[src/rtl/integer_systolic_pe.sv]
// Signed integer MAC processing element for a systolic array.
// A/B are forwarded east/south; finished dot products drain down the C chain.
module integer_systolic_pe #(
    parameter int WIDTH    = 8,
    parameter int ACC      = 32,
    parameter bit SATURATE = 1'b1
) (
    input  logic                    clock,
    input  logic                    resetN,
    input  logic signed [WIDTH-1:0] aIn,
    input  logic                    aValidIn,
    input  logic                    lastIn,
    input  logic signed [WIDTH-1:0] bIn,
    input  logic                    bValidIn,
    output logic signed [WIDTH-1:0] aOut,
    output logic                    aValidOut,
    output logic                    lastOut,
    output logic signed [WIDTH-1:0] bOut,
    output logic                    bValidOut,
    input  logic signed [ACC-1:0]   cIn,
    input  logic                    cSatIn,
    input  logic                    cValidIn,
    output logic                    cReadyOut,
    output logic signed [ACC-1:0]   cOut,
    output logic                    cSatOut,
    output logic                    cValidOut,
    input  logic                    cReadyIn,
    output logic                    errOut
);
    localparam int PW = 2 * WIDTH;

    logic [WIDTH-1:0] a_q, b_q;
    logic             av_q, bv_q, last_q;
    logic [ACC-1:0]   acc_q, acc_d;
    logic             sat_q, sat_d;
    logic [ACC-1:0]   res_q, res_d;
    logic             rsat_q, rsat_d;
    logic             pend_q, pend_d;
    logic [ACC-1:0]   cout_q, cout_d;
    logic             csat_q, csat_d;
    logic             cvalid_q, cvalid_d;
    logic             err_q, err_d;

    logic signed [PW-1:0] prod;
    logic [ACC:0]         sum_w;
    logic [ACC-1:0]       sum_n;
    logic                 ovf, sat_n;
    logic                 mac, lst, free;

    assign prod  = aIn * bIn;
    assign sum_w = {acc_q[ACC-1], acc_q}
                 + {{(ACC+1-PW){prod[PW-1]}}, prod};
    // One guard bit: the top two bits disagree exactly on overflow
    assign ovf   = sum_w[ACC] ^ sum_w[ACC-1];
    assign sat_n = sat_q | ovf;

    always_comb begin
        sum_n = sum_w[ACC-1:0];
        if (SATURATE && ovf) begin
            if (sum_w[ACC]) sum_n = {1'b1, {(ACC-1){1'b0}}};
            else            sum_n = {1'b0, {(ACC-1){1'b1}}};
        end
    end

    assign mac       = aValidIn & bValidIn;
    assign lst       = mac & lastIn;
    assign free      = ~cvalid_q | cReadyIn;
    assign cReadyOut = free & ~pend_q;

    always_comb begin
        acc_d    = acc_q;
        sat_d    = sat_q;
        res_d    = res_q;
        rsat_d   = rsat_q;
        pend_d   = pend_q;
        cout_d   = cout_q;
        csat_d   = csat_q;
        cvalid_d = cvalid_q;
        err_d    = err_q;
        if (free) begin
            if (pend_q) begin
                cout_d   = res_q;
                csat_d   = rsat_q;
                cvalid_d = 1'b1;
                pend_d   = 1'b0;
            end else if (cValidIn) begin
                cout_d   = cIn;
                csat_d   = cSatIn;
                cvalid_d = 1'b1;
            end else begin
                cvalid_d = 1'b0;
            end
        end
        // pend_d already reflects a same-edge drain, so back-to-back loads succeed
        if (lst) begin
            acc_d = '0;
            sat_d = 1'b0;
            if (!pend_d) begin
                res_d  = sum_n;
                rsat_d = sat_n;
                pend_d = 1'b1;
            end else begin
                err_d = 1'b1;
            end
        end else if (mac) begin
            acc_d = sum_n;
            sat_d = sat_n;
        end
    end

    always_ff @(posedge clock or negedge resetN) begin
        if (!resetN) begin
            a_q      <= '0;
            b_q      <= '0;
            av_q     <= 1'b0;
            bv_q     <= 1'b0;
            last_q   <= 1'b0;
            acc_q    <= '0;
            sat_q    <= 1'b0;
            res_q    <= '0;
            rsat_q   <= 1'b0;
            pend_q   <= 1'b0;
            cout_q   <= '0;
            csat_q   <= 1'b0;
            cvalid_q <= 1'b0;
            err_q    <= 1'b0;
        end else begin
            a_q      <= aIn;
            b_q      <= bIn;
            av_q     <= aValidIn;
            bv_q     <= bValidIn;
            last_q   <= lastIn;
            acc_q    <= acc_d;
            sat_q    <= sat_d;
            res_q    <= res_d;
            rsat_q   <= rsat_d;
            pend_q   <= pend_d;
            cout_q   <= cout_d;
            csat_q   <= csat_d;
            cvalid_q <= cvalid_d;
            err_q    <= err_d;
        end
    end

    assign aOut      = a_q;
    assign aValidOut = av_q;
    assign lastOut   = last_q;
    assign bOut      = b_q;
    assign bValidOut = bv_q;
    assign cOut      = cout_q;
    assign cSatOut   = csat_q;
    assign cValidOut = cvalid_q;
    assign errOut    = err_q;
endmodule

[config.mk]
export PLATFORM = sky130hd
export DESIGN_NAME = integer_systolic_pe
export DESIGN_NICKNAME = d
export VERILOG_FILES = /design/src/rtl/integer_systolic_pe.sv
export SDC_FILE = /design/constraint.sdc
export NUM_CORES = 1
export LEC_CHECK = 0
export BUFFER_PORTS_ARGS = -buffer_cell sky130_fd_sc_hd__buf_2
export CAP_MARGIN = 40
export CORE_ASPECT_RATIO = 1.4
export CORE_MARGIN = 2
export CORE_UTILIZATION = 45
export CTS_CLUSTER_SIZE = 24
export DETAILED_ROUTE_END_ITERATION = 10
export PLACE_DENSITY_LB_ADDON = 0.12
export SLEW_MARGIN = 5
export SYNTH_ARGS = -nofsm -noshare
export SYNTH_HDL_FRONTEND = slang
export SYNTH_SLANG_ARGS = --single-unit
[constraint.sdc]
create_clock -name clock -period 6.2 [get_ports clock]
set_clock_uncertainty 0.1 [all_clocks]
set_input_delay 0.31 -clock clock [delete_from_list [all_inputs] [get_ports clock]]
set_output_delay 0.31 -clock clock [all_outputs]
set_load 0.01 [all_outputs]
### Word level (Yosys, flattened, before mapping)

Cells that the tools add are included.

| storage, ports and cells | value |
|---|---|
| input bits | 56 |
| output and inout bits | 55 |
| word-level logic and storage cells | 44 |
| register bits after elaboration | 121 |

| cells by class | value |
|---|---|
| muxes and demuxes | 14 |
| multiply operators | 1 |
| reductions and logical operators | 5 |
| bitwise operators | 9 |
| add/subtract/negate cells | 1 |

Operators with widths:

| operator | number |
|---|---|
| $mux W32 | 6 |
| $add A32 B16 Y33 | 1 |
| $mul A8 B8 Y16 | 1 |
| $mux W1 | 8 |
| $reduce_and A2 Y1 | 3 |
| $reduce_bool A2 Y1 | 2 |
| $and A1 B1 Y1 | 3 |
| $not A1 Y1 | 3 |
| $or A1 B1 Y1 | 2 |
| $xor A1 B1 Y1 | 1 |

### Depth between registers and ports, before layout

| logic depth | value |
|---|---|
| depth in word-level cells | 6 |
| gate-level depth with buffers | 22 |
| gate-level depth less buffers | 19 |

### Least setup slack after synthesis

Ideal clock, no wire load.

| path | value |
|---|---|
| path kind | in2reg |
| start point | input aIn[7] |
| end point | register res_q[4] |
| path slack | -0.313 ns |
| library setup time | 0.125 ns |
| cell stages on the path | 18 |
| arrival time | 6.288 ns |
| required time | 5.975 ns |
| path buffers | 1 |
| cells stage by stage | and2_1 inv_1 fa_1 inv_1 fa_1 fa_1 fa_1 fa_1 ha_1 and3_1 a221o_2 a211oi_4 o31a_2 o211ai_1 o211a_1 buf_4 maj3_2 mux2_2 |

| on the way | value |
|---|---|
| longest elaborated chain between the ends | 4 |
| elaborated cells between the ends (all ways) | 5 |
| classes of those cells | add/sub: 1; mul: 1; mux: 2; bitwise: 1 |

Ends and longest elaborated chain:

| item | RTL line | source |
|---|---|---|
| from (decl) | 10 | `input logic signed [WIDTH-1:0] aIn,` |
| $mul A8 B8 Y16 * | 50 | `assign prod = aIn * bIn;` |
| $add A32 B16 Y33 * | 52 | `+ {{(ACC+1-PW){prod[PW-1]}}, prod};` |
| $mux W32 / $xor A1 B1 Y1 (equally long branches) | 60, 54 |  |
| $mux W32 * | 59 | `if (SATURATE && ovf) begin` |
| to (signal assigned) | 135 | `res_q <= res_d;` |
| to (decl) | 36 | `logic [ACC-1:0] res_q, res_d;` |

Mark *: on every way between the ends. The rest lies on a longest branch, timed or not.
A chain may end at the register's enable or synchronous reset.

### Final worst setup path

Same ends and word-level chain as after synthesis.

==> results.md <==
* Die X at roughly 130 microns
* N_diodes at 0
* Crit path max fanout at 19
* Vias in the first global route at 7969
* Worst-case clock buffer depth at 2
* GRT Util Overall at between 20% and 30%
* Hold Vio Cnt, Final at 0
* Met2 GRT Util at 42.8%
* CTS Buf Count at 17
* Detailed-placement wirelength estimate at 20.4 mm
* WP buf/inv at 5
* HP Class: primary input to flop
* Cell count of the worst reg-to-reg path at 21
* Area leader, netlist: dfrtp_1
* GPL Wtd Cong at 0.880
* Cell mode on critical path: fa_1
* Floorplan core area at roughly 23000 sq um
* Final period utilization at 97.1%
* Initial antenna violation count at 0
* Slowest library cell on the worst path: fa_1
* Mapped Cells at around 1000
* CP Capture Point: res_q[4]
* Chip Height at about 180 microns
* Per-cell routed wire length at between 15 and 20 microns
* Mapped cell area at 10400 sq um
* CP startpoint kind: primary input
* Area share of the largest cell type after synthesis at 29.2%
* Rows at 65
* CTS tree: built
* Async set-reset flop share out of synthesis at 100%
* Grt ovf at 0
* Dpl ws at 0.187 ns
* Layout Nets at between 1000 and 1500
* Vias per inst at a little over 5
* WP depth at 20
* Worst-Skew Late Latency at 0.42 ns
* DRT iter0 DRCs at 309
* Status: complete, no violations
* EDFF count, synth at 0
* Kind of cell adding the most delay to the critical path: adder cells
* Most instantiated cells after synthesis: 140 x fa_1, 121 x dfrtp_1, 106 x inv_1, 101 x nand2_1, 86 x a21oi_1
* Slew Limit Headroom at 45.7%
* Max-slew violation count at 0
* Max Clk Rate at between 150 and 200 MHz
* Syn Nets at roughly 1300
* Most used DFF post-synth: dfrtp_1
* Root buffer selected by CTS: clkbuf_16
* WP data arrival at 6.22 ns
* R2r endpoint: acc_q[21]
* Largest net degree at the start of global routing at between 60 and 70
* CTS Sinks at 121
* Dpl cells at 1416
* Synth warn at 0
* Crit path cell chain: dlygate4sd3_1, clkbuf_4, nand2_1, fa_2, fa_1, inv_1, buf_8, fa_1, fa_1, ha_1, ha_4, and4_1, and4_4, nand2_1, o31a_2, o21a_2, o211a_1, buf_12, maj3_2, mux2_2
* Clock Pin Slew Worst Setup and Hold Paths at 0.06 ns
* H-tree lvl count at 4
* Sequential fraction of the synthesis area at between 20% and 30%
* Die area at 24300 sq um
* Starting Density at approximately 46%
* Slew @ Worst Pin at 0.814 ns
* GR Util met3 at 2.40%
* Crit. End Element: flop
* # setup viols final at 0
* Post-route DRC at 0
* Met1 Usage GRT at 24.7%
* Drt total wl at 25.6 mm
* Fill cells at 2132
* Global routing's busiest layer: met2
* Slowest cell delay on critical path at ~0.58 ns
* Area grow syn2layout at 20.2%
* Min Tclk post-route at around 6 ns
* Worst Setup SP: aIn[7]
* Register bit total from synthesis at 121
* Synth area leaders: dfrtp_1 29%, fa_1 27%, ha_1 8.7%
* Netlist cell types at 65
* Fin cells at approximately 1500
* Max-capacitance violation count at 0
* Syn_area_per_cell at 10.4 sq um
* Via count at 7574
* Top-count cell post-synth: fa_1
* IO Count at roughly 110
* DR pass1 iterations at 4
* FF-to-FF Start: acc_q[4]
* Share of post-route cells with drive strength above 1 at a little under a fifth
* Antenna viol nets, final at 0
* FF-to-FF setup slack at 0.50 ns
* Port-buffer cells at 110
* WS Path Type: primary input to flop
* First-pass GRT wire length at 41.7 mm
* CP Data Required Time at ~6.4 ns
* PnR worst setup slack at 0.183 ns
==> cell usage in the layout (no fill, tap or decap), types with 4 or more instances in the layout <==
cell type and instances:
o211ai_1 6, mux2i_1 35, or3_1 4, and3_1 4, xor2_1 9, dfrtp_1 120
a31oi_1 6, dlygate4sd3_1 10, clkbuf_16 18, inv_6 5, buf_4 38, buf_12 8
ha_4 6, buf_2 108, nand2_1 100, o21ai_0 59, clkinv_2 4, o22ai_1 5
fa_1 139, inv_1 106, a21o_1 13, nor3_1 6, a21oi_1 83, nor2_1 59
o21ai_1 6, and2_1 32, xnor2_1 20, o21bai_1 6, ha_1 66
==> worst min path at each step <==
stage,startpoint,endpoint,slack [ns],cells after the start
finish,aIn[1],aOut[1],0.02,1
global route,aIn[1],aOut[1],0.01,1
CTS,aIn[1],aOut[1],0.0008,1
detailed placement,aValidIn,aValidOut,0.34,1
global placement,bValidIn,bValidOut,0.34,1
floorplan,resetN,aOut[0],-0.09,0
==> worst register-to-register path: stages (launching register included) <==
cell and delay [ns]:
dfrtp_1 0.32, inv_1 0.08, fa_1 0.55, inv_1 0.05, fa_1 0.44, ha_1 0.29, inv_1 0.04, fa_1 0.48
inv_1 0.05, ha_1 0.27, ha_1 0.24, fa_1 0.47, a21o_1 0.20, a221o_2 0.43, a211oi_4 0.31, o31a_2 0.20
o21a_2 0.15, o211a_1 0.20, buf_12 0.17, buf_4 0.17, nor2_1 0.07, o41ai_1 0.30
==> final cells by class <==
type / instances / area, sq um / share of cell area (%)
Clock buffer: 19 / 453 / 3.64
Clock inverter: 13 / 139 / 1.12
Inverter: 107 / 405 / 3.26
Multi-Input combinational cell: 732 / 6880 / 55.3
Sequential cell: 121 / 3030 / 24.3
Tap cell: 301 / 377 / 3.03
Timing Repair Buffer: 169 / 1160 / 9.32
==> what timing repair did <==
action / CTS / global route
buffers inserted: 0 / 3
resized for setup: 0 / 26
setup endpoints to repair: 0 / 59
hold buffers: 10 / 0
endpoints found under the hold margin: 71 / 0
==> cells by family (layout without fill, tap and decap cells) <==
kind of cell | after synthesis | after routing | synth area share, %
XOR/XNOR | 29 | 29 | 2.45
flip-flops | 121 | 121 | 29.2
multiplexers | 37 | 37 | 3.60
AND/OR/NAND/NOR | 226 | 226 | 9.75
buffers and inverters | 144 | 308 | 5.63
AO/OA/AOI/OAI | 226 | 226 | 13.3
adder cells (fa/ha/maj) | 214 | 214 | 36.0
==> metrics by stage <==
step / setup TNS [ns] / util, % / hold slack, ns / cell area [sq um]
floorplan: 0 / - / -0.0856 / 10400
global placement: 0 / 51.0 / 0.343 / 11500
detailed placement: 0 / 51.1 / 0.344 / 11600
CTS: 0 / 54.2 / 0.000753 / 12300
global route: -0.0492 / 55.0 / 0.0133 / 12400
finish: 0 / 55.0 / 0.0191 / 12400
==> flip-flops by register name, summed over array words and instances (netlist names), 8 cells and up <==
signal  flops
aOut        8
res_q      32
bOut        8
acc_q      32
cOut       32
==> per-layer routing <==
layer	wire [microns]	up-vias
li1	-	3633
met1	9670	3800
met2	14600	101
met3	497	40
met4	865	0
met5	0	-
Power is left out: the tool's default activity adds up to more than one toggle a clock period on the data nets, which glitch-free logic cannot reach.
